[config.mk]
export PLATFORM = sky130hd
export DESIGN_NAME = temporal_reduce
export DESIGN_NICKNAME = d
export VERILOG_FILES = /design/src/rtl/temporal_pkg.sv /design/src/rtl/arrival_latch.sv /design/src/rtl/temporal_reduce.sv
export SDC_FILE = /design/constraint.sdc
export NUM_CORES = 1
export LEC_CHECK = 0
export BUFFER_PORTS_ARGS = -buffer_cell sky130_fd_sc_hd__buf_4
export CORE_MARGIN = 1.5
export CORE_UTILIZATION = 45
export DETAILED_ROUTE_END_ITERATION = 10
export HOLD_SLACK_MARGIN = 0.02
export PLACE_DENSITY = 0.74
export SETUP_SLACK_MARGIN = 0.3
export SLEW_MARGIN = 5
export SYNTH_ARGS = -nofsm -noshare
export SYNTH_HDL_FRONTEND = slang
export SYNTH_HIERARCHICAL = 1
export SYNTH_SLANG_ARGS = --single-unit
export TNS_END_PERCENT = 10
[constraint.sdc]
create_clock -name aclk -period 3 [get_ports aclk]
set_input_delay 0.15 -clock aclk [delete_from_list [all_inputs] [get_ports aclk]]
set_output_delay 0.15 -clock aclk [all_outputs]
set_load 0.005 [all_outputs]
[src/rtl/temporal_pkg.sv]
// temporal_pkg: shared types and default constants for the race-logic
// temporal reduction datapath.
//   tmode_e               - reduction mode (MAX = latest arrival, MIN = earliest)
//   GAMMA_CYCLE_WIDTH_DEF - default gamma-cycle length in clock cycles
//   PULSE_WIDTH_DEF       - default output pulse length in clock cycles
package temporal_pkg;

    typedef enum logic {TMODE_MAX, TMODE_MIN} tmode_e;

    localparam int GAMMA_CYCLE_WIDTH_DEF = 16;
    localparam int PULSE_WIDTH_DEF       = 8;

endpackage

[src/rtl/arrival_latch.sv]
// arrival_latch: per-channel rising-edge detector with a sticky arrival bit.
//   aclk    - clock
//   grst    - synchronous active-high reset (clears prev_in and arrived)
//   clr     - gamma boundary: clears arrived, leaves prev_in running
//   in_bit  - pulse-coded channel input
//   en_bit  - registered channel enable
//   rise    - first enabled rising edge of this gamma cycle (combinational)
//   arrived - channel has already risen in this gamma cycle
module arrival_latch (
    input  logic aclk,
    input  logic grst,
    input  logic clr,
    input  logic in_bit,
    input  logic en_bit,
    output logic rise,
    output logic arrived
);

    logic prev_in;

    // Only the first rise per gamma cycle is reported; later ones are masked
    // by the sticky bit.
    assign rise = in_bit & ~prev_in & en_bit & ~arrived;

    always_ff @(posedge aclk) begin
        if (grst) begin
            prev_in <= 1'b0;
            arrived <= 1'b0;
        end else begin
            // prev_in keeps tracking across the boundary so a level held
            // high into the next gamma cycle is not seen as a new rise.
            prev_in <= in_bit;
            if (clr)
                arrived <= 1'b0;
            else if (rise)
                arrived <= 1'b1;
        end
    end

endmodule

[src/rtl/temporal_reduce.sv]
// temporal_reduce: N-input temporal MAX/MIN reduction over a free-running
// gamma cycle. Emits one PULSE_WIDTH pulse at the decisive arrival time and
// reports that time and the winning channel.
//   aclk      - clock
//   grst      - synchronous active-high reset, also starts a gamma cycle
//   mode      - 0 = MAX, 1 = MIN; sampled on grst and at the gamma boundary
//   en        - per-channel enable; sampled with mode
//   in        - pulse-coded inputs (value = gamma time of rising edge)
//   y         - output pulse
//   out_valid - a winner was decided in the current gamma cycle
//   t_out     - gamma time of the decisive edge
//   win_idx   - winning channel (lowest index among simultaneous rises)
//   gamma_cnt - current position in the gamma cycle
module temporal_reduce
    import temporal_pkg::*;
#(
    parameter int N                 = 4,
    parameter int GAMMA_CYCLE_WIDTH = GAMMA_CYCLE_WIDTH_DEF,
    parameter int PULSE_WIDTH       = PULSE_WIDTH_DEF,
    parameter int TW                = $clog2(GAMMA_CYCLE_WIDTH)
) (
    input  logic                 aclk,
    input  logic                 grst,
    input  logic                 mode,
    input  logic [N-1:0]         en,
    input  logic [N-1:0]         in,
    output logic                 y,
    output logic                 out_valid,
    output logic [TW-1:0]        t_out,
    output logic [$clog2(N)-1:0] win_idx,
    output logic [TW-1:0]        gamma_cnt
);

    localparam int             IW   = $clog2(N);
    localparam int             PCW  = $clog2(PULSE_WIDTH + 1);
    localparam logic [TW-1:0]  LAST = TW'(GAMMA_CYCLE_WIDTH - 1);

    tmode_e         mode_q;
    logic [N-1:0]   en_q;
    logic [N-1:0]   rise;
    logic [N-1:0]   arrived;
    logic [N-1:0]   rise_v;
    logic           boundary;
    logic           covered;
    logic           decide;
    logic           found;
    logic [IW-1:0]  idx;
    logic [PCW-1:0] pcnt;

    assign boundary = (gamma_cnt == LAST);

    for (genvar i = 0; i < N; i++) begin : g_lat
        arrival_latch u_lat (
            .aclk    (aclk),
            .grst    (grst),
            .clr     (boundary),
            .in_bit  (in[i]),
            .en_bit  (en_q[i]),
            .rise    (rise[i]),
            .arrived (arrived[i])
        );
    end

    always_comb begin
        // A rise in the last slot of the gamma cycle encodes infinity.
        rise_v  = boundary ? '0 : rise;
        covered = ((arrived | rise_v) & en_q) == en_q;
        // rise_v is nonzero only for enabled channels, so en_q == 0 never decides.
        decide  = !out_valid && (|rise_v) && ((mode_q == TMODE_MIN) || covered);
        idx     = '0;
        found   = 1'b0;
        for (int unsigned i = 0; i < N; i++) begin
            if (rise_v[i] && !found) begin
                idx   = IW'(i);
                found = 1'b1;
            end
        end
    end

    always_ff @(posedge aclk) begin
        if (grst) begin
            gamma_cnt <= '0;
            out_valid <= 1'b0;
            t_out     <= '0;
            win_idx   <= '0;
            pcnt      <= '0;
            mode_q    <= tmode_e'(mode);
            en_q      <= en;
        end else begin
            gamma_cnt <= gamma_cnt + TW'(1);
            if (boundary) begin
                out_valid <= 1'b0;
                t_out     <= '0;
                win_idx   <= '0;
                pcnt      <= '0;
                mode_q    <= tmode_e'(mode);
                en_q      <= en;
            end else if (decide) begin
                out_valid <= 1'b1;
                t_out     <= gamma_cnt;
                win_idx   <= idx;
                pcnt      <= PCW'(PULSE_WIDTH);
            end else if (pcnt != '0) begin
                pcnt <= pcnt - PCW'(1);
            end
        end
    end

    // Clearing pcnt at the boundary truncates a late pulse at gamma_cnt = 0.
    assign y = (pcnt != '0);

endmodule

* Word-level counts from Yosys, hierarchy flattened
Index checks and enable logic that the tools add are counted. W data, S select, Z words.
Storage, ports and cells: flip-flop bits (word level) 28
Cells by class: $add $sub $neg 2, eq/ne operators 2, multiplexer cells 13, bitwise logic cells 22, reduce and logical (&&, ||, !) cells 16
Operators with widths (number):
- $mux W4 | 5
- $and A1 B1 Y1 | 12
- $not A1 Y1 | 8
- $mux W1 | 6
- $logic_and A1 B1 Y1 | 5
- $add A4 B1 Y4 const B | 1
- $and A4 B4 Y4 | 1
- $eq A4 B4 Y1 | 1
- $eq A4 B4 Y1 const B | 1
- $logic_not A1 Y1 | 4
- $mux W2 | 2
- $or A4 B4 Y4 | 1
- $reduce_bool A2 Y1 | 2
- $reduce_bool A4 Y1 | 1
- $reduce_or A4 Y1 | 1
- $sub A4 B1 Y4 const B | 1
- $reduce_or A3 Y1 | 1
- $reduce_or A2 Y1 | 1
- $logic_or A1 B1 Y1 | 1

* Depth between registers and ports, before layout
depth after elaboration 15, gate-level depth with buffers 8, depth with buffers taken out 8

* Modules after synthesis
Netlist, hierarchy kept.
By module, submodules not included:
- temporal_reduce | instances 1, cells each 86, area each 882.1 µm²
- arrival_latch | instances 4, cells each 7, area each 86.3 µm²

* Least setup slack after synthesis
Ideal clock, no wire load.
kind reg2reg, start register gamma_cnt[0], end register win_idx[1], setup time 60 ps, arrival time 1630 ps, path slack 1310 ps, cell stages (with the launch flop) 7, path buffers 0, period minus slack after synthesis 1690 ps, cell sequence dfxtp_1 > ha_1 > nand3_2 > a21oi_1 > o41a_4 > nor2_8 > o221a_1
On the way: longest elaborated chain between the ends 12, elaborated cells between the ends (all ways) 21, those cells by class 2 x eq/ne; 6 x mux; 2 x bitwise; 11 x reduce/logical
Ends and longest elaborated chain:
- start, declared | RTL line temporal_reduce.sv:31 | output logic [TW-1:0] gamma_cnt
- start signal, assigned | RTL line temporal_reduce.sv:90 | gamma_cnt <= gamma_cnt + TW'(1);
- $eq A4 B4 Y1 (*) | RTL line temporal_reduce.sv:50 | assign boundary = (gamma_cnt == LAST);
- $mux W4 | RTL line temporal_reduce.sv:66 | rise_v = boundary ? '0 : rise;
- $mux W1 | RTL line temporal_reduce.sv:73 | if (rise_v[i] && !found) begin
- $logic_not A1 Y1 | RTL line temporal_reduce.sv:73
- $logic_and A1 B1 Y1 | RTL line temporal_reduce.sv:73
- $mux W1 | RTL line temporal_reduce.sv:73
- $logic_not A1 Y1 | RTL line temporal_reduce.sv:73
- $logic_and A1 B1 Y1 | RTL line temporal_reduce.sv:73
- $mux W1 | RTL line temporal_reduce.sv:73
- $logic_not A1 Y1 | RTL line temporal_reduce.sv:73
- $logic_and A1 B1 Y1 | RTL line temporal_reduce.sv:73
- $mux W2 | RTL line temporal_reduce.sv:73
- end signal, assigned | RTL line temporal_reduce.sv:101 | win_idx <= idx;
- end, declared | RTL line temporal_reduce.sv:30 | output logic [$clog2(N)-1:0] win_idx,
Every way passes the cells marked *; elsewhere a longest branch is shown, timed or not. A chain may end at the register's enable or synchronous reset.

* Worst setup path in the final report
start register en_q[1], end register t_out[2]
On the way: longest elaborated chain between the ends 8, elaborated cells between the ends (all ways) 10, those cells by class 1 x eq/ne; 1 x mux; 4 x bitwise; 4 x reduce/logical
Ends and longest elaborated chain:
- start, declared | RTL line temporal_reduce.sv:39 | logic [N-1:0] en_q;
- start signal, assigned | RTL line temporal_reduce.sv:88 | en_q <= en;
- start signal, assigned | RTL line temporal_reduce.sv:97 | en_q <= en;
- $and A1 B1 Y1 (*) (2 in a row) | RTL line arrival_latch.sv:23 | assign rise = in_bit & ~prev_in & en_bit & ~arrived;
- named net rise[1] | RTL line temporal_reduce.sv:40 | logic [N-1:0] rise;
- $mux W4 (*) | RTL line temporal_reduce.sv:66
- $or A4 B4 Y4 | RTL line temporal_reduce.sv:67 | covered = ((arrived | rise_v) & en_q) == en_q;
- $and A4 B4 Y4 | RTL line temporal_reduce.sv:67
- $eq A4 B4 Y1 | RTL line temporal_reduce.sv:67
- $logic_or A1 B1 Y1 | RTL line temporal_reduce.sv:69 | decide = !out_valid && (|rise_v) && ((mode_q == TMODE_MIN) || covered);
- $logic_and A1 B1 Y1 (*) | RTL line temporal_reduce.sv:69
- end signal, assigned | RTL line temporal_reduce.sv:100 | t_out <= gamma_cnt;
- end, declared | RTL line temporal_reduce.sv:29 | output logic [TW-1:0] t_out,
The timed path passes the listed nets; every way through them passes the cells marked *.

==> flow_summary.yaml <==
place:
  port_buffers: 22
  post-place-ws_ns: 1.18
  gp_congestion: 0.782
  place_hpwl_um: 1600
  placed_cell_area_um2: 1430
clock_tree:
  clk_latency_ns: 0.33
  ctsHtreeMaxLevel: 1
  cts_sinks: 28
  root_buffer: "clkbuf_4"
  cts_buffers: 3
  clock_path_buffers: 2
  post_cts_buffers: 0
  cts_tree: "yes"
  clk_pin_slew_worst_paths_ns: 0.15
final_layout:
  final_common_cell: "dfxtp_1"
  layout_common_cells: "dfxtp_1, buf_4, nor2_1, a21oi_1, inv_1"
  antennaDiodeCount: 0
  fin_util: 0.597
  fillers: 220
  seq_area_um2: 611
  fin_area_um2: 1510
  layout-drive-gt1-share: 0.283
  final_nets: 160
  areaGrowthSynthToFinish_pct: 22.7
  multi_input_comb_area_um2: 579
timing:
  setup_slack_ns: 1.13
  fin_setup_tns_ns: 0
  worstMarginPinSlew_ns: 0.549
  period_needed_ns: 1.87
  rsz0062_at_grt: "no"
  drv_slew: 0
  setup_viol: 0
  maxSlewHeadroom: 0.630
  skew_ns: 0.0125
  hold_viol: 0
  fmax_ghz: 0.536
  fin_crit_sh: 0.622
synthesis:
  synth_top_area_share: 0.375
  synthDistinctLibCells: 29
  syn_nets: 128
  netlist_area_um2: 1230
  synth.avg_cell_area_um2: 10.8
  ys_seq_elements: 28
  synthCells: 114
  yosysTopAreaCell: "dfxtp_1"
  synth_area_leaders: "dfxtp_1, edfxtp_1, nand3b_4, a211oi_2, a21oi_1"
  ys_warn_count: 6
  synth-seq-area-share: 0.497
grt:
  grt_pass1_vias: 833
  track_usage: 0.152
  antenna_found_initial: 0
  grt_pass1_wl_um: 3660
  met1_usage: 0.190
  grtUsageMet2: 0.245
  grt_busiest_layer: "met2"
  grt_overflow_total: 0
  grt_start_max_net_pins: 16
  met3_usage: 0.0304
critical_path:
  end_kind: "flip-flop"
  worstSetupStartpointType: "flip-flop"
  path_class: "reg2reg"
  critical_path_arrival_ns: 2.13
  path_max_fanout: 6
  crit_required_ns: 3.26
floorplan:
  num_rows: 18
  die_h_um: 55.2
  die_w_um: 55.2
  dieArea_um2: 3050
  start_util: 0.487
  ios: 23
  core_area_um2: 2520
routing:
  firstDrtPassIters: 4
  ant_nets: 0
  wl_per_cell_um: 12.3
  routed_via_density: 5.09
  drt_first_iter_violations: 30
  post-route-drc-count: 0
  vias: 890
  finalWirelength_um: 2150
worst_hold_path:
  hp-class: "in2reg"
job:
  cap_violations: 0
power:
  p_per_area_nw_per_um2: 575
  leakage_uw: 0.000651
  ir_worst_vdd_uv: 497
outcome:
  status: "completed"
==> critical path, cell delays in order (launching register included) <==
cell      delay (ns)
edfxtp_1        0.43
nand3b_4        0.09
nor2_1          0.23
a21oi_1         0.16
o41ai_2         0.58
nand3_1         0.14
a21oi_1         0.16
==> final timing paths <==
kind	startpoint	to	slack, ns	cells past startpoint
max	en_q[1]	t_out[2]	1.13	6
min	in[2]	g_lat[2].u_lat/prev_in	0.05	2
max reg2reg	en_q[1]	t_out[2]	1.13	6
min reg2reg	g_lat[2].u_lat/arrived	g_lat[2].u_lat/arrived	0.48	2
==> cells by family after synthesis <==
kind of cell / share of synthesized area
buffers and inverters: 0.0306
flip-flops: 0.497
AND/OR/NAND/NOR: 0.232
adder cells (fa/ha/maj): 0.0306
AO/OA/AOI/OAI: 0.180
XOR/XNOR: 0.0285
==> flip-flops by register name, summed over array words and instances, names as in the netlist <==
signal,count
en_q,4
g_lat.u_lat/arrived,4
g_lat.u_lat/prev_in,4
gamma_cnt,4
pcnt,4
t_out,4
win_idx,2
mode_q,1
out_valid,1
==> Yosys cell counts <==
cell and instances:
xnor2_1 2, nand3_1 6, o41ai_1 1, a21oi_2 1, or3_1 1, ha_1 3
o21ai_0 5, nor2_8 1, nor3_1 4, nand2b_1 4, nor2b_1 5, nand2_1 4
o41a_4 1, o221a_1 1, a21oi_1 10, inv_2 1, edfxtp_1 5, a211oi_2 4
o41ai_2 1, a2111oi_2 1, o21a_1 1, o21bai_1 1, xor2_1 2, or2_2 1
inv_1 9, nand3b_4 4, nand3_2 1, dfxtp_1 23, nor2_1 11
==> routing by layer <==
layer	vias to the layer above	routed length (µm)
li1	464	-
met1	403	1050
met2	19	973
met3	4	79
met4	0	44
met5	-	0
==> metrics by stage <==
stage / power [µW] / hold WS (ns) / instances
final: 866 / 0.0473 / 175
after floorplan: 635 / 0.217 / 114
after global routing: 926 / 0.0358 / 175
after CTS: 875 / 0.0416 / 175
after detailed placement: 713 / 0.330 / 166
after global placement: 706 / 0.329 / 166
==> where the power goes <==
| part | switching (µW) | internal, µW |
|---|---|---|
| clock network | 107 | 48.9 |
| registers | 31.8 | 426 |
| logic | 127 | 124 |
| total | 266 | 599 |
==> cell type report <==
cell class,instances,share of cell area
Clock inverter,1,0.00249
Sequential cell,28,0.405
Multi-Input combinational cell,76,0.385
Tap cell,30,0.0249
Timing Repair Buffer,27,0.143
Clock buffer,3,0.0150
Inverter,10,0.0249
==> repair_timing <==
item / in CTS / in global routing
hold endpoints to repair: 5 / 0
hold buffers: 5 / 0
gates resized for setup: 0 / 0
No activity file was read; power rests on OpenSTA's default activity.
